$ cat config.mk
export PLATFORM = sky130hd
export DESIGN_NAME = uvma_clk_div_gen
export DESIGN_NICKNAME = d
export VERILOG_FILES = /design/src/rtl/uvma_clk_div_gen.sv
export SDC_FILE = /design/constraint.sdc
export NUM_CORES = 1
export LEC_CHECK = 0
export ABC_AREA = 1
export CELL_PAD_IN_SITES_DETAIL_PLACEMENT = 1
export CELL_PAD_IN_SITES_GLOBAL_PLACEMENT = 1
export CORE_MARGIN = 2
export CORE_UTILIZATION = 30
export CTS_BUF_LIST = sky130_fd_sc_hd__clkbuf_8
export CTS_CLUSTER_DIAMETER = 80
export DETAILED_ROUTE_END_ITERATION = 10
export PLACE_DENSITY = 0.72
export SYNTH_ARGS = -nofsm -noshare
export SYNTH_HDL_FRONTEND = slang
export SYNTH_SLANG_ARGS = --single-unit
$ cat constraint.sdc
create_clock -name clk -period 2.34 [get_ports clk]
set_input_delay 0.351 -clock clk [delete_from_list [all_inputs] [get_ports clk]]
set_output_delay 0.351 -clock clk [all_outputs]
set_load 0.03 [all_outputs]
$ cat src/rtl/uvma_clk_div_gen.sv
// Programmable glitch-free clock divider: clk_out period = N clk cycles, ratio
// changes over valid/ready land on period boundaries. Optional macro: UVMA_CLK_DIV_GEN_CYCLE_CNT_EN.
module uvma_clk_div_gen #(
  parameter int DIV_W       = 8,
  parameter int RESET_RATIO = 2
) (
  input  logic             clk,
  input  logic             reset,
  input  logic             en,
  input  logic [DIV_W-1:0] ratio,
  input  logic             ratio_valid,
  output logic             ratio_ready,
  output logic             ratio_err,
  output logic             clk_out,
  output logic             rise_stb,
  output logic             fall_stb,
  output logic             running,
  output logic [31:0]      cycle_cnt,
  output logic [1:0]       dbg_state
);

  // Handshake: a ratio transfers on any rising clk edge where ratio_valid && ratio_ready;
  // ratio_valid may be held or dropped freely, ratio_ready depends only on internal state.

  typedef enum logic [1:0] {
    ST_IDLE = 2'd0,
    ST_HIGH = 2'd1,
    ST_LOW  = 2'd2
  } state_t;

  localparam logic [DIV_W-1:0] RESET_R = DIV_W'(RESET_RATIO);
  localparam logic [DIV_W-1:0] ONE     = DIV_W'(1);
  localparam logic [DIV_W-1:0] TWO     = DIV_W'(2);

  function automatic logic [DIV_W-1:0] high_len_m1(input logic [DIV_W-1:0] n);
    return n - (n >> 1) - ONE;
  endfunction

  function automatic logic [DIV_W-1:0] low_len_m1(input logic [DIV_W-1:0] n);
    return (n >> 1) - ONE;
  endfunction

  state_t           state_q, state_d;
  logic [DIV_W-1:0] cnt_q, cnt_d;
  logic [DIV_W-1:0] active_q, active_d;
  logic [DIV_W-1:0] pend_q, pend_d;
  logic             pend_vld_q, pend_vld_d;
  logic             clk_out_q, clk_out_d;
  logic             rise_q, rise_d;
  logic             fall_q, fall_d;
  logic             err_q, err_d;
  logic [DIV_W-1:0] eff_ratio;
  logic             accept;

  always_comb begin
    state_d    = state_q;
    cnt_d      = cnt_q;
    active_d   = active_q;
    pend_d     = pend_q;
    pend_vld_d = pend_vld_q;
    clk_out_d  = clk_out_q;
    rise_d     = 1'b0;
    fall_d     = 1'b0;
    err_d      = 1'b0;
    eff_ratio  = pend_vld_q ? pend_q : active_q;
    accept     = ratio_valid && !pend_vld_q;

    case (state_q)
      ST_IDLE: begin
        clk_out_d  = 1'b0;
        active_d   = eff_ratio;
        pend_vld_d = 1'b0;
        if (en) begin
          state_d   = ST_HIGH;
          cnt_d     = high_len_m1(eff_ratio);
          clk_out_d = 1'b1;
          rise_d    = 1'b1;
        end
      end
      ST_HIGH: begin
        if (cnt_q == '0) begin
          state_d   = ST_LOW;
          cnt_d     = low_len_m1(active_q);
          clk_out_d = 1'b0;
          fall_d    = 1'b1;
        end else begin
          cnt_d = cnt_q - ONE;
        end
      end
      ST_LOW: begin
        if (cnt_q == '0) begin
          // Period boundary: the only place a pending ratio may take effect while running.
          active_d   = eff_ratio;
          pend_vld_d = 1'b0;
          if (en) begin
            state_d   = ST_HIGH;
            cnt_d     = high_len_m1(eff_ratio);
            clk_out_d = 1'b1;
            rise_d    = 1'b1;
          end else begin
            state_d   = ST_IDLE;
            clk_out_d = 1'b0;
          end
        end else begin
          cnt_d = cnt_q - ONE;
        end
      end
      default: begin
        state_d   = ST_IDLE;
        clk_out_d = 1'b0;
      end
    endcase

    // accept implies the slot was empty, so this never overrides a consumption.
    if (accept) begin
      if (ratio < TWO) begin
        err_d = 1'b1;
      end else begin
        pend_d     = ratio;
        pend_vld_d = 1'b1;
      end
    end
  end

  always_ff @(posedge clk) begin
    if (reset) begin
      state_q    <= ST_IDLE;
      cnt_q      <= '0;
      active_q   <= RESET_R;
      pend_q     <= '0;
      pend_vld_q <= 1'b0;
      clk_out_q  <= 1'b0;
      rise_q     <= 1'b0;
      fall_q     <= 1'b0;
      err_q      <= 1'b0;
    end else begin
      state_q    <= state_d;
      cnt_q      <= cnt_d;
      active_q   <= active_d;
      pend_q     <= pend_d;
      pend_vld_q <= pend_vld_d;
      clk_out_q  <= clk_out_d;
      rise_q     <= rise_d;
      fall_q     <= fall_d;
      err_q      <= err_d;
    end
  end

`ifdef UVMA_CLK_DIV_GEN_CYCLE_CNT_EN
  logic [31:0] cyc_q, cyc_d;

  always_comb begin
    cyc_d = cyc_q;
    if (rise_d) cyc_d = cyc_q + 32'd1;
  end

  always_ff @(posedge clk) begin
    if (reset) cyc_q <= '0;
    else       cyc_q <= cyc_d;
  end

  assign cycle_cnt = cyc_q;
`else
  assign cycle_cnt = '0;
`endif

  assign ratio_ready = !pend_vld_q;
  assign ratio_err   = err_q;
  assign clk_out     = clk_out_q;
  assign rise_stb    = rise_q;
  assign fall_stb    = fall_q;
  assign running     = (state_q != ST_IDLE);
  assign dbg_state   = state_q;

endmodule

==> flow_metrics.tcl, run 1 <==
set metrics [dict create \
    status "completed" \
    die_area_sq_um 8918 \
    n_antenna_cell 0 \
    design_area_sq_um 2789 \
    grt_usage_pct 16.75 \
    io_pins 52 \
    clock_path_buffers 2 \
    synthesis.area_sq_um 2454 \
    final_common_cell "nand2_1" \
    final_cell_mix "nand2_1 (74), inv_1 (44), nor2_1 (38)" \
    fp.dieW_microns 94.44 \
    comb_power_share_pct 70.0 \
    skew_ns 0.007401 \
    dp.cells 497 \
    cts_hold_buf 0 \
    cts_tree "yes" \
    setup_viol 0 \
    start_util_pct 31.43 \
    ant_nets 0 \
    antenna_found_initial 0 \
    wire_per_inst_microns 13.77 \
    synth-edff-count 0 \
    met1_length_microns 3215 \
    p_per_area_nw_per_um2 1616 \
    maxCapViolations 0 \
    rows 32 \
    cp_max_fo 7 \
    vias 2344 \
    synth-main-ff-cell "dfxtp_1" \
    power.switching_w 0.002444 \
    slew_viol_final 0 \
    min_period_ns 2.147 \
    placed_cell_area_sq_um 2664 \
    drive_gt1_share_pct 12.41 \
    cts_sinks 31 \
    final_cells 505 \
    root_buffer "clkbuf_8" \
    clkTransAtPathRegs_ns 0.07 \
    cp-end-kind "flip-flop" \
    hpwl_microns 5416 \
    syn_avg_cell_area_sq_um 6.474 \
    grt_max_degree 16 \
    yosysWarnings 0 \
    crit_arrival_ns 2.32 \
    finalWorstSetupSlack_ns 0.1927 \
    hold_viol 0 \
    drt_iter0_drc 64 \
    area_growth_pct 13.67 \
    swShare_pct 54.23 \
    cts_setup_buffers 0 \
    nets 429 \
    p_int_w 0.002062 \
    min_period_over_period_pct 91.77 \
    drt_wl_total_microns 6953 \
    drc 0 \
    worst_slew_pin_slew_ns 0.5236 \
    syn_inst 379 \
    cts-buffers-inserted 5 \
    hp-class "flip-flop to flip-flop" \
    core_sq_um 7807 \
    htreeDepth 2 \
    viasPerCell 4.642 \
    gr-total-overflow 0 \
    clkPwrFrac_pct 9.5 \
    grt_pass1_wl_microns 11680 \
    p_total_w 0.004506 \
    path_class "flip-flop to flip-flop" \
    pwr-share-seq_pct 20.5 \
    cp.required_ns 2.52 \
    post-route-util_pct 35.72 \
    route.met3.wl_microns 233 \
    start_kind "flip-flop" \
    die_height_microns 94.44 \
    first_pass_iters 4 \
    ir_worst_vdd_v 0.0005946 \
    wl_met2_microns 3399 \
    yosysSeqAreaShare_pct 25.29 \
    top_layer "met4" \
    slew-limit-headroom_pct 64.72 \
    first_global_vias 2419 \
    worstSkewPairLatency_ns 0.30 \
    ys_types 36 \
    ys_async_sr_fraction_pct 0 \
    gp_congestion 0.8496 \
    ys_ff_latch 31 \
    cts_resized 0 \
    p_leak_nw 1.333 \
    dp_slack_ns 0.1034 \
    port-buffer-count 19 \
    max_freq_ghz 0.4657 \
]
## logic make-up (layout without fill, tap and decap cells)
group / Yosys count / after routing / synth area share, %
adders and majority gates: 15 / 15 / 7.955
xor gates and xnor gates: 4 / 4 / 1.428
other: 1 / 32 / 0.1528
buffers and inverters: 91 / 84 / 19.22
and+or+nand+nor: 167 / 167 / 30.75
AOI/OAI and AO/OA: 70 / 70 / 15.20
DFF: 31 / 31 / 25.29
## final cells by class
type,count,area (sq um)
repair buffers,27,250.2
clock inverters,3,16.27
flip-flops and latches,31,621.8
well taps,102,127.6
multi-input cells,288,1520
clock buffers,5,68.82
inverters,49,183.9
fillers,1025,5019
## per-layer routing
layer,GRT usage (%),vias up
met3,2.394,8
li1,-,1191
met5,0,-
met1,20.01,1097
met4,5.797,0
met2,30.54,48
## stage by stage
stage          hold WS [ns]   TNS, ns
5_1_grt              0.4829  -0.04156
6_report             0.4628         0
2_1_floorplan        0.4244         0
3_3_place_gp         0.4408         0
4_1_cts              0.4588         0
3_5_place_dp         0.4486         0
## worst paths after layout
path	startpoint	endpoint	slack, ns	cells past startpoint
setup / recovery	pend_vld_q$_SDFF_PP0_	cnt_q[1]$_SDFFE_PP0P_	0.19	13
hold / removal	pend_q[5]$_SDFFE_PP0P_	pend_q[5]$_SDFFE_PP0P_	0.46	2
setup reg to reg	pend_vld_q$_SDFF_PP0_	cnt_q[1]$_SDFFE_PP0P_	0.19	13
hold reg to reg	pend_q[5]$_SDFFE_PP0P_	pend_q[5]$_SDFFE_PP0P_	0.46	2
## flip-flops by register name, indices dropped and copies added (netlist names)
name,flops
clk_out,1
pend_vld_q,1
dbg_state,2
rise_stb,1
fall_stb,1
pend_q,8
ratio_err,1
cnt_q,8
active_q,8
## critical path, cell delays in order, from the launching register on
cell     delay [ns]
dfxtp_2        0.35
inv_2          0.06
or2_2          0.28
o21ai_2        0.07
ha_2           0.19
inv_1          0.05
fa_2           0.53
nand2_1        0.06
o21ai_1        0.11
nand2_1        0.07
nand2_1        0.06
nand2_1        0.05
nand3_1        0.06
a31oi_1        0.08
## cells in the mapped netlist, types with 2 or more instances
cell type	count	area, sq um
nand2_1	75	281.5
inv_1	46	172.7
nor2_1	38	142.6
buf_4	32	240.2
dfxtp_1	31	620.6
o21ai_0	30	150.1
a21oi_1	27	135.1
nand3_1	26	130.1
ha_1	14	175.2
or2_2	10	62.56
clkbuf_1	6	22.52
o21ai_1	5	25.02
nand2_2	4	25.02
nand3b_1	4	30.03
inv_2	3	11.26
buf_2	2	10.01
nand4_1	2	12.51
nor3_1	2	10.01
o211ai_1	2	15.01
o22ai_1	2	12.51
xnor2_1	2	17.52
xor2_1	2	17.52
## power groups by stage
stage	clock network (W)	logic, W	registers [W]
after detailed placement	0	0.00305	0.000929
after global routing	0.000466	0.00358	0.000953
after global placement	0	0.00296	0.000924
after floorplan	0	0.00232	0.000925
final	0.000428	0.00315	0.000923
after CTS	0.000445	0.00308	0.000918
Note: power is estimated with default switching activity, not from simulation.
==> run 2, diff against run 1 <==
--- a/config.mk
+++ b/config.mk
@@ -14,6 +14,7 @@
 export CTS_CLUSTER_DIAMETER = 80
 export DETAILED_ROUTE_END_ITERATION = 10
 export PLACE_DENSITY = 0.72
+export SETUP_SLACK_MARGIN = 0.5
 export SYNTH_ARGS = -nofsm -noshare
 export SYNTH_HDL_FRONTEND = slang
 export SYNTH_SLANG_ARGS = --single-unit
==> flow_metrics.tcl, run 2 (synthesis gave the netlist of run 1 again) <==
set metrics [dict create \
    drt_iter0_drc 86 \
    hpwl_microns 5270 \
    dp_slack_ns 0.1269 \
    max_freq_ghz 0.4867 \
    tns_ns 0 \
    n_antenna_cell 0 \
    min_period_over_period_pct 87.81 \
    start_kind "flip-flop" \
    io_pins 52 \
    p_total_w 0.004973 \
    maxCapViolations 0 \
    status "completed" \
    top_regs "active_q x8, cnt_q x8, pend_q x8" \
    post-route-util_pct 38.29 \
    timing.hold.ws_ns 0.4707 \
    p_int_w 0.002378 \
    clkTransAtPathRegs_ns 0.07 \
    fp.dieW_microns 94.44 \
    start_util_pct 31.43 \
    slew-limit-headroom_pct 57.63 \
    grt_pass1_wl_microns 12050 \
    cp-end-kind "flip-flop" \
    ant_nets 0 \
    hold-path-cell-count 2 \
    first_pass_iters 4 \
    cp_max_fo 7 \
    fillCellCount 1018 \
    hp-class "flip-flop to flip-flop" \
    hold_end "pend_q[2]$_SDFFE_PP0P_" \
    gp_congestion 0.8120 \
    core_sq_um 7807 \
    r2r_setup_slack_ns 0.29 \
    viasPerCell 4.789 \
    r2r_cells 16 \
    vias 2447 \
    p_leak_nw 1.402 \
    pwr-share-seq_pct 19.0 \
    drt_wl_total_microns 7177 \
    rows 32 \
    regToRegEndpoint "cnt_q[6]$_SDFFE_PP0P_" \
    cp.required_ns 2.54 \
    drive_gt1_share_pct 18.58 \
    die_height_microns 94.44 \
    cts_hold_buf 0 \
    die_area_sq_um 8918 \
    cts_tree "yes" \
    wire_per_inst_microns 14.05 \
    skew_ns 0.004379 \
    finalWorstSetupSlack_ns 0.2853 \
    htreeDepth 2 \
    setup_viol 0 \
    swShare_pct 52.18 \
    comb_power_share_pct 69.9 \
    port-buffer-count 19 \
    root_buffer "clkbuf_8" \
    path_class "flip-flop to flip-flop" \
    grt_max_degree 20 \
    crit_arrival_ns 2.25 \
    p_per_area_nw_per_um2 1664 \
    first_global_vias 2554 \
    worstSkewPairLatency_ns 0.30 \
    slew_viol_final 0 \
    ir_worst_vdd_v 0.0006748 \
    worst_slew_pin_slew_ns 0.6348 \
    clkPwrFrac_pct 11.1 \
    power.switching_w 0.002595 \
    cts_sinks 31 \
    final_cell_mix "nand2_1 (72), inv_1 (39), nor2_1 (38)" \
    clock_path_buffers 2 \
    grt_usage_pct 17.34 \
    rsz0062_at_grt "yes" \
    cts-buffers-inserted 5 \
    drc 0 \
    r2r-start "pend_vld_q$_SDFF_PP0_" \
    antenna_found_initial 0 \
    area_growth_pct 21.83 \
    final_common_cell "nand2_1" \
    gr-total-overflow 0 \
    min_period_ns 2.055 \
    hold_viol 0 \
    nets 435 \
    min_from "pend_q[2]$_SDFFE_PP0P_" \
]
run 2: changes by cell type in the layout (fill, tap and decap cells not counted), sizes merged:
| cell | delta |
|---|---|
| buf | +6 |
| bufinv | +1 |
| clkdlybuf4s18 | +1 |
| clkdlybuf4s50 | -2 |
| clkinv | +1 |
| clkinvlp | -1 |
| dlymetal6s2s | +1 |
| inv | -1 |
run 2: layer usage:
metal  part of all wire, %  track usage, %  wire, microns  up-vias
li1                      -               -              -     1205
met1                    45           21.57           3256     1166
met2                    47           29.40           3380       61
met3                   4.5           2.155            322       15
met4                   3.0           8.816            217        0
met5                     0               0              0        -
run 2: critical path: stages, from the launching register on:
cell,delay [ns]
dfxtp_4,0.37
inv_4,0.05
or2_4,0.23
o21ai_4,0.08
ha_4,0.16
inv_2,0.04
fa_2,0.32
inv_2,0.07
nand2_2,0.06
nand2_2,0.08
nand3b_1,0.11
nand3_2,0.08
nand3_1,0.08
nand2_1,0.07
nand3_1,0.06
nand2_1,0.06
inv_1,0.03
run 2: final cells by class:
| cell class | instances | area, sq um | share of cell area, % |
|---|---|---|---|
| flip-flops and latches | 31 | 626.9 | 20.97 |
| clock inverters | 3 | 43.79 | 1.465 |
| clock buffers | 5 | 68.82 | 2.302 |
| multi-input cells | 288 | 1630 | 54.54 |
| inverters | 49 | 186.4 | 6.237 |
| well taps | 102 | 127.6 | 4.270 |
| repair buffers | 33 | 305.3 | 10.21 |
run 2: repair_timing:
| action | in CTS | in global routing |
|---|---|---|
| gates resized for setup | 32 | 9 |
| setup buffers | 7 | 2 |
| endpoints found under the setup margin | 8 | 16 |
| pin swaps | 10 | 7 |
run 2: worst max path at each step:
stage	startpoint	endpoint	slack [ns]	depth (start not counted)
global placement	pend_vld_q$_SDFF_PP0_	cnt_q[6]$_SDFFE_PP0P_	0.15	15
finish	pend_vld_q$_SDFF_PP0_	cnt_q[6]$_SDFFE_PP0P_	0.29	16
detailed placement	pend_vld_q$_SDFF_PP0_	cnt_q[6]$_SDFFE_PP0P_	0.13	15
global route	pend_vld_q$_SDFF_PP0_	cnt_q[6]$_SDFFE_PP0P_	0.14	16
CTS	pend_vld_q$_SDFF_PP0_	cnt_q[1]$_SDFFE_PP0P_	0.30	13
floorplan	pend_vld_q$_SDFF_PP0_	cnt_q[6]$_SDFFE_PP0P_	0.31	16
run 2: power groups by stage:
stage / Combinational (W) / Clock (W) / Sequential, W
final: 0.00348 / 0.000551 / 0.000944
after global routing: 0.00393 / 0.000588 / 0.000976
after CTS: 0.00333 / 0.000569 / 0.000944
after detailed placement: 0.00304 / 0 / 0.000940
after global placement: 0.00296 / 0 / 0.000938
after floorplan: 0.00236 / 0 / 0.000931
run 2: through the flow:
| stage | instances | cell area [sq um] |
|---|---|---|
| after floorplan | 410 | 2601 |
| after global placement | 494 | 2665 |
| after detailed placement | 494 | 2665 |
| after CTS | 509 | 2948 |
| after global routing | 511 | 2989 |
| final | 511 | 2989 |
==> run 3, diff against run 2 <==
--- a/config.mk
+++ b/config.mk
@@ -8,6 +8,7 @@
 export ABC_AREA = 1
 export CELL_PAD_IN_SITES_DETAIL_PLACEMENT = 1
 export CELL_PAD_IN_SITES_GLOBAL_PLACEMENT = 1
+export CORE_ASPECT_RATIO = 0.5
 export CORE_MARGIN = 2
 export CORE_UTILIZATION = 30
 export CTS_BUF_LIST = sky130_fd_sc_hd__clkbuf_8
==> constraint.sdc (replaced) <==
create_clock -name clk -period 2.34 [get_ports clk]
set_input_delay 0.468 -clock clk [delete_from_list [all_inputs] [get_ports clk]]
set_output_delay 0.468 -clock clk [all_outputs]
set_load 0.03 [all_outputs]
==> flow_metrics.tcl, run 3 (synthesis gave the netlist of run 1 again) <==
set metrics [dict create \
    area_growth_pct 30.34 \
    die_height_microns 67.95 \
    gp_congestion 0.8003 \
    p_leak_nw 1.486 \
    r2r-start "pend_vld_q$_SDFF_PP0_" \
    io_pins 52 \
    finalWorstSetupSlack_ns 0.1932 \
    wire_per_inst_microns 14.79 \
    p_per_area_nw_per_um2 1716 \
    gr-total-overflow 0 \
    start_util_pct 30.78 \
    first_pass_iters 4 \
    crit_chain "inv_4 -> or2_2 -> o21ai_4 -> inv_2 -> ha_4 -> or2_2 -> nand3b_1 -> nand2_1 -> nand2_1 -> nand3_2 -> nand2_1 -> nand3_1 -> nand2_1 -> inv_1" \
    cts_tree "yes" \
    regToRegEndpoint "cnt_q[6]$_SDFFE_PP0P_" \
    hp-class "flip-flop to flip-flop" \
    crit_family "simple AND/OR/NAND/NOR gates" \
    drt_iter0_drc 144 \
    grt_usage_pct 16.94 \
    nets 442 \
    tns_ns 0 \
    die_area_sq_um 8962 \
    cts_sinks 31 \
    maxCapViolations 0 \
    ir_worst_vdd_v 0.0003990 \
    post-route-util_pct 40.12 \
    antenna_found_initial 0 \
    hold_viol 0 \
    setup_viol 0 \
    cp_max_fo 5 \
    htreeDepth 2 \
    crit_arrival_ns 2.35 \
    core_sq_um 7971 \
    r2r_setup_slack_ns 0.19 \
    p_total_w 0.005487 \
    viasPerCell 4.672 \
    crit_buf_inv 3 \
    min_period_ns 2.147 \
    first_global_vias 2284 \
    min_from "pend_q[5]$_SDFFE_PP0P_" \
    cp_slowest_cell "dfxtp_4" \
    max_freq_ghz 0.4658 \
    hpwl_microns 5272 \
    n_antenna_cell 0 \
    root_buffer "clkbuf_8" \
    final_cells 528 \
    worstSkewPairLatency_ns 0.30 \
    register_area_sq_um 626.9 \
    vias 2467 \
    fp.dieW_microns 131.9 \
    cp.required_ns 2.55 \
    ant_nets 0 \
    hold_end "pend_q[5]$_SDFFE_PP0P_" \
    rsz0062_at_grt "yes" \
    final_cell_mix "nand2_1 (63), inv_1 (38), nor2_1 (37)" \
    hold-path-cell-count 2 \
    min_period_over_period_pct 91.75 \
    grt_pass1_wl_microns 11790 \
    drt_wl_total_microns 7810 \
    slew_viol_final 0 \
    skew_ns 0.004830 \
    status "completed" \
    drc 0 \
    worst_path_most_repeated_cell "nand2_1" \
    top_regs "active_q x8, cnt_q x8, pend_q x8" \
    start_kind "flip-flop" \
    port-buffer-count 19 \
    cp-end-kind "flip-flop" \
    rows 23 \
    dp.cells 506 \
    drive_gt1_share_pct 24.52 \
    path_class "flip-flop to flip-flop" \
    multi_input_area_sq_um 1754 \
    dp_slack_ns 0.02398 \
    final_common_cell "nand2_1" \
    fillCellCount 1011 \
    cts_hold_buf 0 \
    r2r_cells 14 \
    clock_path_buffers 2 \
    cts-buffers-inserted 5 \
    cp_num_cells 14 \
    grt_max_degree 16 \
    clkTransAtPathRegs_ns 0.07 \
    cpPeakStageDelay_ns 0.38 \
]
## run 3: cell types whose count changed in the layout (fill, tap and decap cells not counted), moves of 3 or more
cell	before	now
nand2_2	6	13
nand3_1	23	20
nand3_2	3	6
nand2_1	72	63
buf_4	12	18
o21ai_4	3	6
## run 3: routing by layer
metal | share of wire (%) | GRT usage [%] | vias up
met5 | 0 | 0 | -
met4 | 1.0 | 3.668 | 0
met3 | 4.2 | 3.259 | 7
met2 | 47 | 30.08 | 69
met1 | 47 | 21.86 | 1172
li1 | - | - | 1219
## run 3: cell type report
type | count | share of cell area (%)
clock inverter | 3 | 1.995
tap | 112 | 4.382
multi-input combinational | 288 | 54.85
timing repair buffer | 40 | 11.19
sequential | 31 | 19.60
inverter | 49 | 5.829
clock buffer | 5 | 2.152
## run 3: worst register-to-register path, cell delays in order, from the launching register on
cell and delay (ns):
dfxtp_4 0.38, inv_4 0.05, or2_2 0.29, o21ai_4 0.09
inv_2 0.09, ha_4 0.27, or2_2 0.32, nand3b_1 0.14
nand2_1 0.06, nand2_1 0.07, nand3_2 0.08, nand2_1 0.06
nand3_1 0.06, nand2_1 0.06, inv_1 0.04
## run 3: worst max-delay path by stage
| stage | start | slack, ns | endpoint |
|---|---|---|---|
| after CTS | pend_vld_q$_SDFF_PP0_ | 0.25 | cnt_q[6]$_SDFFE_PP0P_ |
| final | pend_vld_q$_SDFF_PP0_ | 0.19 | cnt_q[6]$_SDFFE_PP0P_ |
| after global placement | pend_vld_q$_SDFF_PP0_ | 0.02 | cnt_q[6]$_SDFFE_PP0P_ |
| after detailed placement | pend_vld_q$_SDFF_PP0_ | 0.02 | cnt_q[6]$_SDFFE_PP0P_ |
| after global routing | pend_vld_q$_SDFF_PP0_ | 0.07 | cnt_q[4]$_SDFFE_PP0P_ |
| after floorplan | pend_vld_q$_SDFF_PP0_ | 0.31 | cnt_q[6]$_SDFFE_PP0P_ |
## run 3: per-stage QoR
step | hold slack [ns] | instance area [sq um]
after global placement | 0.4443 | 2693
after floorplan | 0.4244 | 2601
after CTS | 0.4798 | 3055
final | 0.4792 | 3198
after global routing | 0.4995 | 3198
after detailed placement | 0.4604 | 2693
## run 3: where the power goes
part | switching (W) | internal (W)
Clock | 0.000250 | 0.000422
Combinational | 0.00236 | 0.00148
Sequential | 0.000241 | 0.000725
## run 3: what timing repair did
action	in CTS	in global routing
resized for setup	48	27
setup endpoints to repair	11	16
buffers inserted	8	6
pin swaps	14	17
